### src/rtl/multi_word_ram_stream_reader_if.sv
// Bus bundle for multi_word_ram_stream_reader.
// Carries the RAM read port (address, enable, row data) and the word-serial
// output stream (data, valid, ready, last).
//   master : the reader; drives ram_addr/ram_rd_en and the stream outputs
//   slave  : RAM plus downstream consumer; drives ram_rd_data and o_ready
interface multi_word_ram_stream_reader_if #(
   parameter int DATA_WIDTH = 8,
   parameter int DEPTH      = 64,
   parameter int NUM_WORDS  = 4
);
   logic [$clog2(DEPTH)-1:0]          ram_addr;
   logic                              ram_rd_en;
   logic [DATA_WIDTH*NUM_WORDS-1:0]   ram_rd_data;
   logic [DATA_WIDTH-1:0]             o_data;
   logic                              o_valid;
   logic                              o_ready;
   logic                              o_last;

   modport master (
      output ram_addr, ram_rd_en, o_data, o_valid, o_last,
      input  ram_rd_data, o_ready
   );

   modport slave (
      input  ram_addr, ram_rd_en, o_data, o_valid, o_last,
      output ram_rd_data, o_ready
   );
endinterface

### src/rtl/multi_word_ram_stream_reader.sv
// Read-side controller for a multi-word block RAM. Fetches num_rows
// consecutive rows starting at base_addr (wrapping at DEPTH-1) and unpacks
// each row into a word-serial valid/ready stream, word 0 first. A row FIFO
// of RAM_LATENCY+1 entries hides the RAM read latency so the stream can run
// at one word per cycle.
// Ports:
//   clk, rst            clock, synchronous active-high reset
//   start               command strobe, honoured only when idle
//   base_addr, num_rows command: first row and row count (0 allowed)
//   busy, done          busy while fetching/draining; one-cycle done pulse
//   bus                 RAM read port and output stream (master modport)
//
// state  | meaning
// IDLE   | waiting for start
// FETCH  | issuing row reads, throttled by FIFO space
// DRAIN  | all reads issued, streaming out remaining words
// FINISH | one-cycle done pulse
module multi_word_ram_stream_reader #(
   parameter int DATA_WIDTH  = 8,
   parameter int DEPTH       = 64,
   parameter int NUM_WORDS   = 4,
   parameter int RAM_LATENCY = 1
) (
   input  logic                         clk,
   input  logic                         rst,
   input  logic                         start,
   input  logic [$clog2(DEPTH)-1:0]     base_addr,
   input  logic [$clog2(DEPTH):0]       num_rows,
   output logic                         busy,
   output logic                         done,
   multi_word_ram_stream_reader_if.master bus
);
   localparam int AW  = $clog2(DEPTH);
   localparam int RW  = DATA_WIDTH * NUM_WORDS;
   localparam int FD  = RAM_LATENCY + 1;
   localparam int PW  = $clog2(FD);
   localparam int CW  = $clog2(2 * FD);
   localparam int WIW = (NUM_WORDS > 1) ? $clog2(NUM_WORDS) : 1;

   localparam logic [1:0] S_IDLE   = 2'd0;
   localparam logic [1:0] S_FETCH  = 2'd1;
   localparam logic [1:0] S_DRAIN  = 2'd2;
   localparam logic [1:0] S_FINISH = 2'd3;

   localparam logic [AW:0] ONE_ROW = 1;

   logic [1:0]             state;
   logic [AW-1:0]          addr;
   logic [AW:0]            issue_left;
   logic [AW:0]            pop_left;
   logic [RAM_LATENCY-1:0] dl;
   logic [RW-1:0]          fifo_mem [FD];
   logic [PW-1:0]          wr_ptr;
   logic [PW-1:0]          rd_ptr;
   logic [CW-1:0]          fifo_cnt;
   logic [WIW-1:0]         word_idx;

   logic                   valid;
   logic                   hs;
   logic                   last_word;
   logic                   last_out;
   logic                   push;
   logic                   pop;
   logic                   issue;
   logic [CW-1:0]          inflight;
   logic [CW-1:0]          occ;
   logic [RW-1:0]          head_row;
   logic [DATA_WIDTH-1:0]  word_sel;

   function automatic logic [PW-1:0] ptr_inc(input logic [PW-1:0] p);
      return (p == PW'(FD - 1)) ? '0 : p + 1'b1;
   endfunction

   always_comb begin
      inflight = '0;
      for (int i = 0; i < RAM_LATENCY; i++) inflight = inflight + CW'(dl[i]);
   end

   assign valid     = (fifo_cnt != '0);
   assign hs        = valid & bus.o_ready;
   assign last_word = (int'(word_idx) == NUM_WORDS - 1);
   assign pop       = hs & last_word;
   assign push      = dl[RAM_LATENCY-1];
   assign last_out  = valid & last_word & (pop_left == ONE_ROW);

   // A row leaving the FIFO this cycle frees its slot for a read issued in
   // the same cycle; without this credit NUM_WORDS=1 would bubble.
   assign occ   = inflight + fifo_cnt - CW'(pop);
   assign issue = (state == S_FETCH) && (occ < CW'(FD));

   assign head_row = fifo_mem[rd_ptr];
   always_comb begin
      word_sel = '0;
      for (int i = 0; i < NUM_WORDS; i++)
         if (int'(word_idx) == i) word_sel = head_row[i*DATA_WIDTH +: DATA_WIDTH];
   end

   assign bus.o_valid   = valid;
   assign bus.o_data    = valid ? word_sel : '0;
   assign bus.o_last    = last_out;
   assign bus.ram_rd_en = issue;
   assign bus.ram_addr  = addr;
   assign busy          = (state == S_FETCH) || (state == S_DRAIN);
   assign done          = (state == S_FINISH);

   always_ff @(posedge clk) begin
      if (push) fifo_mem[wr_ptr] <= bus.ram_rd_data;
   end

   always_ff @(posedge clk) begin
      if (rst) begin
         state      <= S_IDLE;
         addr       <= '0;
         issue_left <= '0;
         pop_left   <= '0;
         dl         <= '0;
         wr_ptr     <= '0;
         rd_ptr     <= '0;
         fifo_cnt   <= '0;
         word_idx   <= '0;
      end else begin
         dl <= RAM_LATENCY'({dl, issue});

         if (push) wr_ptr <= ptr_inc(wr_ptr);
         if (pop) begin
            rd_ptr   <= ptr_inc(rd_ptr);
            pop_left <= pop_left - 1'b1;
         end
         if (hs) word_idx <= last_word ? '0 : word_idx + 1'b1;

         case ({push, pop})
            2'b10:   fifo_cnt <= fifo_cnt + 1'b1;
            2'b01:   fifo_cnt <= fifo_cnt - 1'b1;
            default: fifo_cnt <= fifo_cnt;
         endcase

         if (issue) begin
            addr       <= (addr == AW'(DEPTH - 1)) ? '0 : addr + 1'b1;
            issue_left <= issue_left - 1'b1;
         end

         case (state)
            S_IDLE: begin
               if (start) begin
                  addr       <= base_addr;
                  issue_left <= num_rows;
                  pop_left   <= num_rows;
                  state      <= (num_rows == '0) ? S_FINISH : S_FETCH;
               end
            end
            S_FETCH: begin
               if (issue && issue_left == ONE_ROW) state <= S_DRAIN;
            end
            S_DRAIN: begin
               if (hs && last_out) state <= S_FINISH;
            end
            default: state <= S_IDLE;
         endcase
      end
   end
endmodule

### src/flat_wrapper.sv
// flat-port wrapper written by rule: the top's interface ports become plain ports
module multi_word_ram_stream_reader_flat 
#(
   parameter int DATA_WIDTH  = 8,
   parameter int DEPTH       = 64,
   parameter int NUM_WORDS   = 4,
   parameter int RAM_LATENCY = 1
)
  (clk, rst, start, base_addr, num_rows, busy, done, bus_ram_addr, bus_ram_rd_en, bus_o_data, bus_o_valid, bus_o_last, bus_ram_rd_data, bus_o_ready);
  multi_word_ram_stream_reader_if #(.DATA_WIDTH(DATA_WIDTH), .DEPTH(DEPTH), .NUM_WORDS(NUM_WORDS)) bus_i ();
  input  logic clk;
  input  logic rst;
  input  logic start;
  input  logic [$clog2(DEPTH)-1:0] base_addr;
  input  logic [$clog2(DEPTH):0] num_rows;
  output logic busy;
  output logic done;
  output wire logic [$bits(bus_i.ram_addr)-1:0] bus_ram_addr;
  output wire logic [$bits(bus_i.ram_rd_en)-1:0] bus_ram_rd_en;
  output wire logic [$bits(bus_i.o_data)-1:0] bus_o_data;
  output wire logic [$bits(bus_i.o_valid)-1:0] bus_o_valid;
  output wire logic [$bits(bus_i.o_last)-1:0] bus_o_last;
  input wire logic [$bits(bus_i.ram_rd_data)-1:0] bus_ram_rd_data;
  input wire logic [$bits(bus_i.o_ready)-1:0] bus_o_ready;
  assign bus_ram_addr = bus_i.ram_addr;
  assign bus_ram_rd_en = bus_i.ram_rd_en;
  assign bus_o_data = bus_i.o_data;
  assign bus_o_valid = bus_i.o_valid;
  assign bus_o_last = bus_i.o_last;
  assign bus_i.ram_rd_data = bus_ram_rd_data;
  assign bus_i.o_ready = bus_o_ready;
  multi_word_ram_stream_reader #(.DATA_WIDTH(DATA_WIDTH), .DEPTH(DEPTH), .NUM_WORDS(NUM_WORDS), .RAM_LATENCY(RAM_LATENCY)) u_core (.clk(clk), .rst(rst), .start(start), .base_addr(base_addr), .num_rows(num_rows), .busy(busy), .done(done), .bus(bus_i));
endmodule
### config.mk
export PLATFORM = sky130hd
export DESIGN_NAME = multi_word_ram_stream_reader_flat
export DESIGN_NICKNAME = d
export VERILOG_FILES = /design/src/rtl/multi_word_ram_stream_reader_if.sv /design/src/rtl/multi_word_ram_stream_reader.sv /design/src/flat_wrapper.sv
export SDC_FILE = /design/constraint.sdc
export NUM_CORES = 1
export LEC_CHECK = 0
export ABC_CLOCK_PERIOD_IN_PS = 6100
export BUFFER_PORTS_ARGS = -buffer_cell sky130_fd_sc_hd__buf_2
export CELL_PAD_IN_SITES_DETAIL_PLACEMENT = 1
export CELL_PAD_IN_SITES_GLOBAL_PLACEMENT = 2
export CORE_UTILIZATION = 40
export CTS_CLUSTER_SIZE = 30
export DETAILED_ROUTE_END_ITERATION = 6
export PLACE_DENSITY_LB_ADDON = 0.1
export SYNTH_ARGS = -nofsm -noshare
export SYNTH_HDL_FRONTEND = slang
export SYNTH_SLANG_ARGS = --single-unit
### constraint.sdc
create_clock -name clk -period 6.1 [get_ports clk]
set_input_delay 0.61 -clock clk [delete_from_list [all_inputs] [get_ports clk]]
set_output_delay 0.61 -clock clk [all_outputs]
set_load 0.01 [all_outputs]
; Yosys cells after proc, flatten, opt, wreduce, memory -nomap -nowiden
; Memories as Yosys holds them, arrays and structs flattened. A register that Yosys moved wholly into a read port is not among the register bits.
; Cells that the tools add are included.
[classes]
add_sub_neg = 10
n_lt_le_gt_ge = 1
n_eq_ne = 14
mux = 28
n_bitwise = 4
reduce_logical = 10
[op_table]
columns = cell, count
row1 = $mux 7, 6
row2 = $mux 8, 5
row3 = $mux 6, 4
row4 = $eq 7x1->1 const B, 2
row5 = $sub 7x1->7 const B, 2
row6 = $eq 2x2->1 const B, 5
row7 = $mux 2, 5
row8 = $logic_not 7->1, 1
row9 = $add 6x1->6 const B, 1
row10 = $eq 2x1->1 const B, 3
row11 = $eq 6x6->1 const B, 1
row12 = $mux 1, 6
row13 = $ne 2x2->1 const B, 3
row14 = $pmux 2 s3, 1
row15 = $add 2x1->2 const B, 2
row16 = $and 1x1->1, 4
row17 = $logic_not 2->1, 2
row18 = $pmux 2 s2, 1
row19 = $reduce_bool 2->1, 2
row20 = $logic_and 1x1->1, 3
row21 = $reduce_and 3->1, 1
row22 = $add 1x1->1 const B, 2
row23 = $add 1x2->2, 1
row24 = $lt 2x2->1 const B, 1
row25 = other kinds (3), 3
[word_totals]
reg_bits = 29
ram_bits = 64
inputBits = 49
mem_count = 1
[mem_list]
columns = memory, words, word_bits, rd, rd_ports_with_merged_regs, wr, line
row1 = u_core.fifo_mem, 2, 32, 1, 1, 1, multi_word_ram_stream_reader.sv:52  ; logic [RW-1:0] fifo_mem [FD];

; Longest topological paths before layout
[logic_depth]
word_depth = 9
mapped_depth = 9
mapped_depth_nobuf = 7

; Worst setup path after synthesis
; Ideal clock, no wire load.
[synth_path]
kind = flip-flop to output port
startpoint = register with a tool-made name
endpoint = output bus_o_data[6]
arrival_ns = 1.861
required_ns = 5.490
slack_ns = 3.629
stages_incl_launch_ff = 8
n_path_buf = 3
cell_sequence = dfxtp_1 clkbuf_1 clkbuf_1 buf_2 mux2i_1 a21oi_1 nor2_1 a211oi_1
[synth_lines]
columns = element, line
row1 = end: declaration, flat_wrapper.sv:20  ; output wire logic [$bits(bus_i.o_data)-1:0] bus_o_data;

; Worst setup path in the final report
[layout_path]
startpoint = register u_core.word_idx[0]
endpoint = output bus_ram_rd_en
[layout_between]
elab_chain_cells = 5
[layout_lines]
columns = element, line
row1 = start: declaration, multi_word_ram_stream_reader.sv:56  ; logic [WIW-1:0] word_idx;
row2 = start signal: assignment, multi_word_ram_stream_reader.sv:129  ; if (hs) word_idx <= last_word ? '0 : word_idx + 1'b1;
row3 = $eq 2x1->1, multi_word_ram_stream_reader.sv:81  ; assign last_word = (int'(word_idx) == NUM_WORDS - 1);
row4 = $and 1x1->1, multi_word_ram_stream_reader.sv:82  ; assign pop = hs & last_word;
row5 = $sub 2x1->2, multi_word_ram_stream_reader.sv:88  ; assign occ = inflight + fifo_cnt - CW'(pop);
row6 = $lt 2x2->1, multi_word_ram_stream_reader.sv:89  ; assign issue = (state == S_FETCH) && (occ < CW'(FD));
row7 = $logic_and 1x1->1, multi_word_ram_stream_reader.sv:89
row8 = end: declaration, flat_wrapper.sv:19  ; output wire logic [$bits(bus_i.ram_rd_en)-1:0] bus_ram_rd_en;
; Every way passes these cells.

==> results by group <==
Status
  – Status: completed

Synth
  – Top-count cell post-synth: edfxtp_1
  – Asr flop ratio synth: 0%
  – Top_reg_cell synth: edfxtp_1
  – Mean post-synth cell area: 12.4 um^2
  – Area of the mapped netlist: 4170 um^2
  – FF+latch count, synth: 94
  – Mapped Nets: 399
  – Syn Inst Count: 337
  – EDFF count, synth: 64
  – Sequential area share after synthesis: 60.5%
  – Most common library cells after synthesis: edfxtp_1 (64), dfxtp_1 (30), a21oi_1 (28)
  – Cell taking the most area after synthesis: edfxtp_1
  – Synth warnings: 0
  – Distinct cells, synth: 40
  – Synth area leaders: edfxtp_1 (46%), dfxtp_1 (14%), mux2i_1 (4.6%)
  – Synth top area share: 46.1%

Timing
  – Period utilization: 58.4%
  – Worst Tran Pin Value: 1.05 ns
  – Final Hold Vio Count: 0
  – Slew margin rel.: 29.8%
  – Max frequency: 281 MHz
  – Total negative slack: 0 ns
  – Min Tclk post-route: 3.56 ns
  – Fin. max-slew vios: 0
  – Post-route setup slack: 2.54 ns
  – Clk_skew: 0.0132 ns
  – Unrepaired setup endpoints after global routing: false
  – Final setup violation count: 0

Setup path
  – Critical path cell sequence: ha_1 > a21boi_0 > mux2i_1 > o21ai_1 > inv_1 > buf_2
  – R2r setup slk: 3.03 ns
  – Critical-path top delay cell: ha_1
  – R2R Path End: u_core.bus.ram_addr[3]
  – Crit Path Class: flip-flop to output pin
  – Crit path launch type: flip-flop
  – CP required: 5.49 ns
  – Worst R2R Path Depth: 6
  – Worst Path Buf+Inv: 2
  – CP arrival: 2.95 ns
  – Crit-path leading delay family: compound AO/OA/AOI/OAI gates
  – Critical path endpoint category: output pin
  – Crit-path max cell delay: 0.70 ns
  – Worst R2R Start: u_core.word_idx[0]
  – Max Fanout on Critical Path: 22

Power
  – Leakage: 1.75 nW
  – Total Power: 1.76 mW
  – PwrDens: 361 nW/um^2
  – Worst vdd ir: 0.000153 V

CTS
  – Clock Pin Slew Worst Setup and Hold Paths: 0.10 ns
  – Post-CTS Setup Bufs: 0
  – CTS Root Cell: clkbuf_8
  – Post-CTS Resized: 0
  – Clock Latency Late Sink: 0.35 ns
  – Hold buffers post-CTS: 0
  – H-tree depth: 3
  – CTS tree: done
  – Sink Count: 94
  – Total CTS buffers: 9
  – Clock buffer depth: 2

Final layout
  – Layout cell share with drive strength beyond 1: 25.8%
  – Fillers: 1072
  – # nets final: 464
  – Area Overhead vs Synth: 17.0%
  – Register area: 2520 um^2
  – Area of the multi-input gates: 1520 um^2
  – N_diodes: 0

Global route
  – Met3 Resource Use GR: 3.26%
  – Met2 global-route usage: 32.3%
  – Vias in the first global route: 2973
  – M1 GR Usage: 21.0%
  – Largest net degree at the start of global routing: 33
  – Grt peak-use layer: met2
  – First-pass GRT wire length: 15000 um
  – Initial antenna violation count: 0
  – Total Routing Usage GR: 17.8%
  – Total gr overflow: 0

Routing
  – Via Count: 2888
  – Pre-antenna DRT Iters: 4
  – Vias per cell: 5.35
  – Final WL: 9300 um
  – DRC viols: 0
  – Final ANT Viol Nets: 0
  – DRT iter0 DRCs: 45
  – Drt wl/cell: 17.2 um

Place
  – # port buffers: 67
  – Placer congestion estimate: 0.748
  – Post-DP HPWL: 6440 um
  – Pre-CTS setup slack: 2.88 ns

Die
  – Rows: 36
  – Die Span Y: 104 um
  – Total die area: 10800 um^2
  – Core area: 9950 um^2
  – Initial Util: 41.9%
  – IO Count: 68
  – Horiz. Die Dim: 104 um

Min path
  – Worst hold stages: 1
  – WHS Endpoint: u_core.fifo_mem[0][10]
  – Worst hold path type: primary input to flip-flop
  – Hold_sp: bus_ram_rd_data[10]

Run
  – Max Cap Viol: 0
-- through the flow --
stage,hold WS (ns),area (um^2),utilization (%),cells
floorplan,0.472,4170,-,337
global placement,0.493,4630,46.6,524
detailed placement,0.503,4630,46.6,524
CTS,0.423,4880,49.0,540
global route,0.422,4880,49.0,540
finish,0.439,4880,49.0,540
-- sequential cells by signal, summed over array words and instances (netlist names), named ones only --
register             flops
u_core.wr_ptr            1
u_core.fifo_mem         64
u_core.rd_ptr            1
u_core.fifo_cnt          2
u_core.bus.ram_addr      6
u_core.pop_left          7
u_core.dl                1
u_core.issue_left        7
u_core.state             2
u_core.word_idx          2
-- cells in the final DEF (no fill, tap or decap), types with 2 or more instances in the layout --
cell type / Yosys / routed
buf_2: 1 / 67
edfxtp_1: 64 / 64
dfxtp_1: 30 / 30
a21oi_1: 28 / 28
nor2_1: 26 / 26
mux2i_1: 19 / 19
inv_1: 17 / 17
mux2_2: 16 / 16
xnor2_1: 15 / 15
nand2_1: 13 / 13
ha_1: 13 / 13
a211oi_1: 10 / 10
nor3_1: 9 / 9
clkbuf_8: 0 / 9
a221oi_1: 8 / 8
nor4_1: 6 / 6
o21bai_1: 6 / 6
o21ai_0: 6 / 6
a311oi_1: 4 / 4
xor2_1: 3 / 3
or3_1: 3 / 3
nand3_1: 3 / 3
or4_1: 3 / 3
bufinv_16: 0 / 3
buf_4: 0 / 3
nand3b_1: 2 / 2
o211ai_1: 2 / 2
inv_6: 0 / 2
-- kinds of logic (layout without fill, tap and decap cells) --
family                   count (synthesis)  count (layout)  synth area share (%)
flip-flops                              94              94                  60.5
AO/OA/AOI/OAI                           72              72                  11.4
AND/OR/NAND/NOR                         72              72                  8.52
multiplexers                            35              35                  8.88
buffers and inverters                   33             103                  3.00
XOR/XNOR                                18              18                  3.78
adder cells (fa/ha/maj)                 13              13                  3.90
-- how the worst max path moves through the flow --
| stage | startpoint | to | slack (ns) | cells after the start |
|---|---|---|---|---|
| 6_report | u_core.word_idx[0] | bus_ram_rd_en | 2.54 | 6 |
| 2_1_floorplan | flip-flop | bus_o_data[6] | 3.63 | 7 |
| 3_3_place_gp | u_core.word_idx[0] | bus_ram_rd_en | 2.99 | 6 |
| 5_1_grt | u_core.word_idx[0] | bus_ram_rd_en | 2.24 | 6 |
| 4_1_cts | u_core.word_idx[0] | bus_ram_rd_en | 2.48 | 6 |
| 3_5_place_dp | u_core.word_idx[0] | bus_ram_rd_en | 2.88 | 6 |
-- metal layers --
metal	routed length, um	vias up
li1	-	1382
met1	3950	1438
met2	4930	58
met3	303	10
met4	118	0
met5	0	-
-- report_power, final --
| part | switching, mW | internal, mW | leakage [nW] |
|---|---|---|---|
| Clock | 0.224 | 0.276 | 0.117 |
| Combinational | 0.244 | 0.180 | 0.804 |
| Sequential | 0.0637 | 0.774 | 0.827 |
| Total | 0.532 | 1.23 | 1.75 |
-- area by class of cell --
class | instances | share of cell area (%)
Sequential cell | 94 | 51.7
Multi-Input combinational cell | 210 | 31.2
Timing Repair Buffer | 70 | 7.34
Tap cell | 133 | 3.41
Clock buffer | 10 | 2.62
Clock inverter | 6 | 2.36
Inverter | 17 | 1.31
Note: power is estimated with default switching activity, not from simulation.
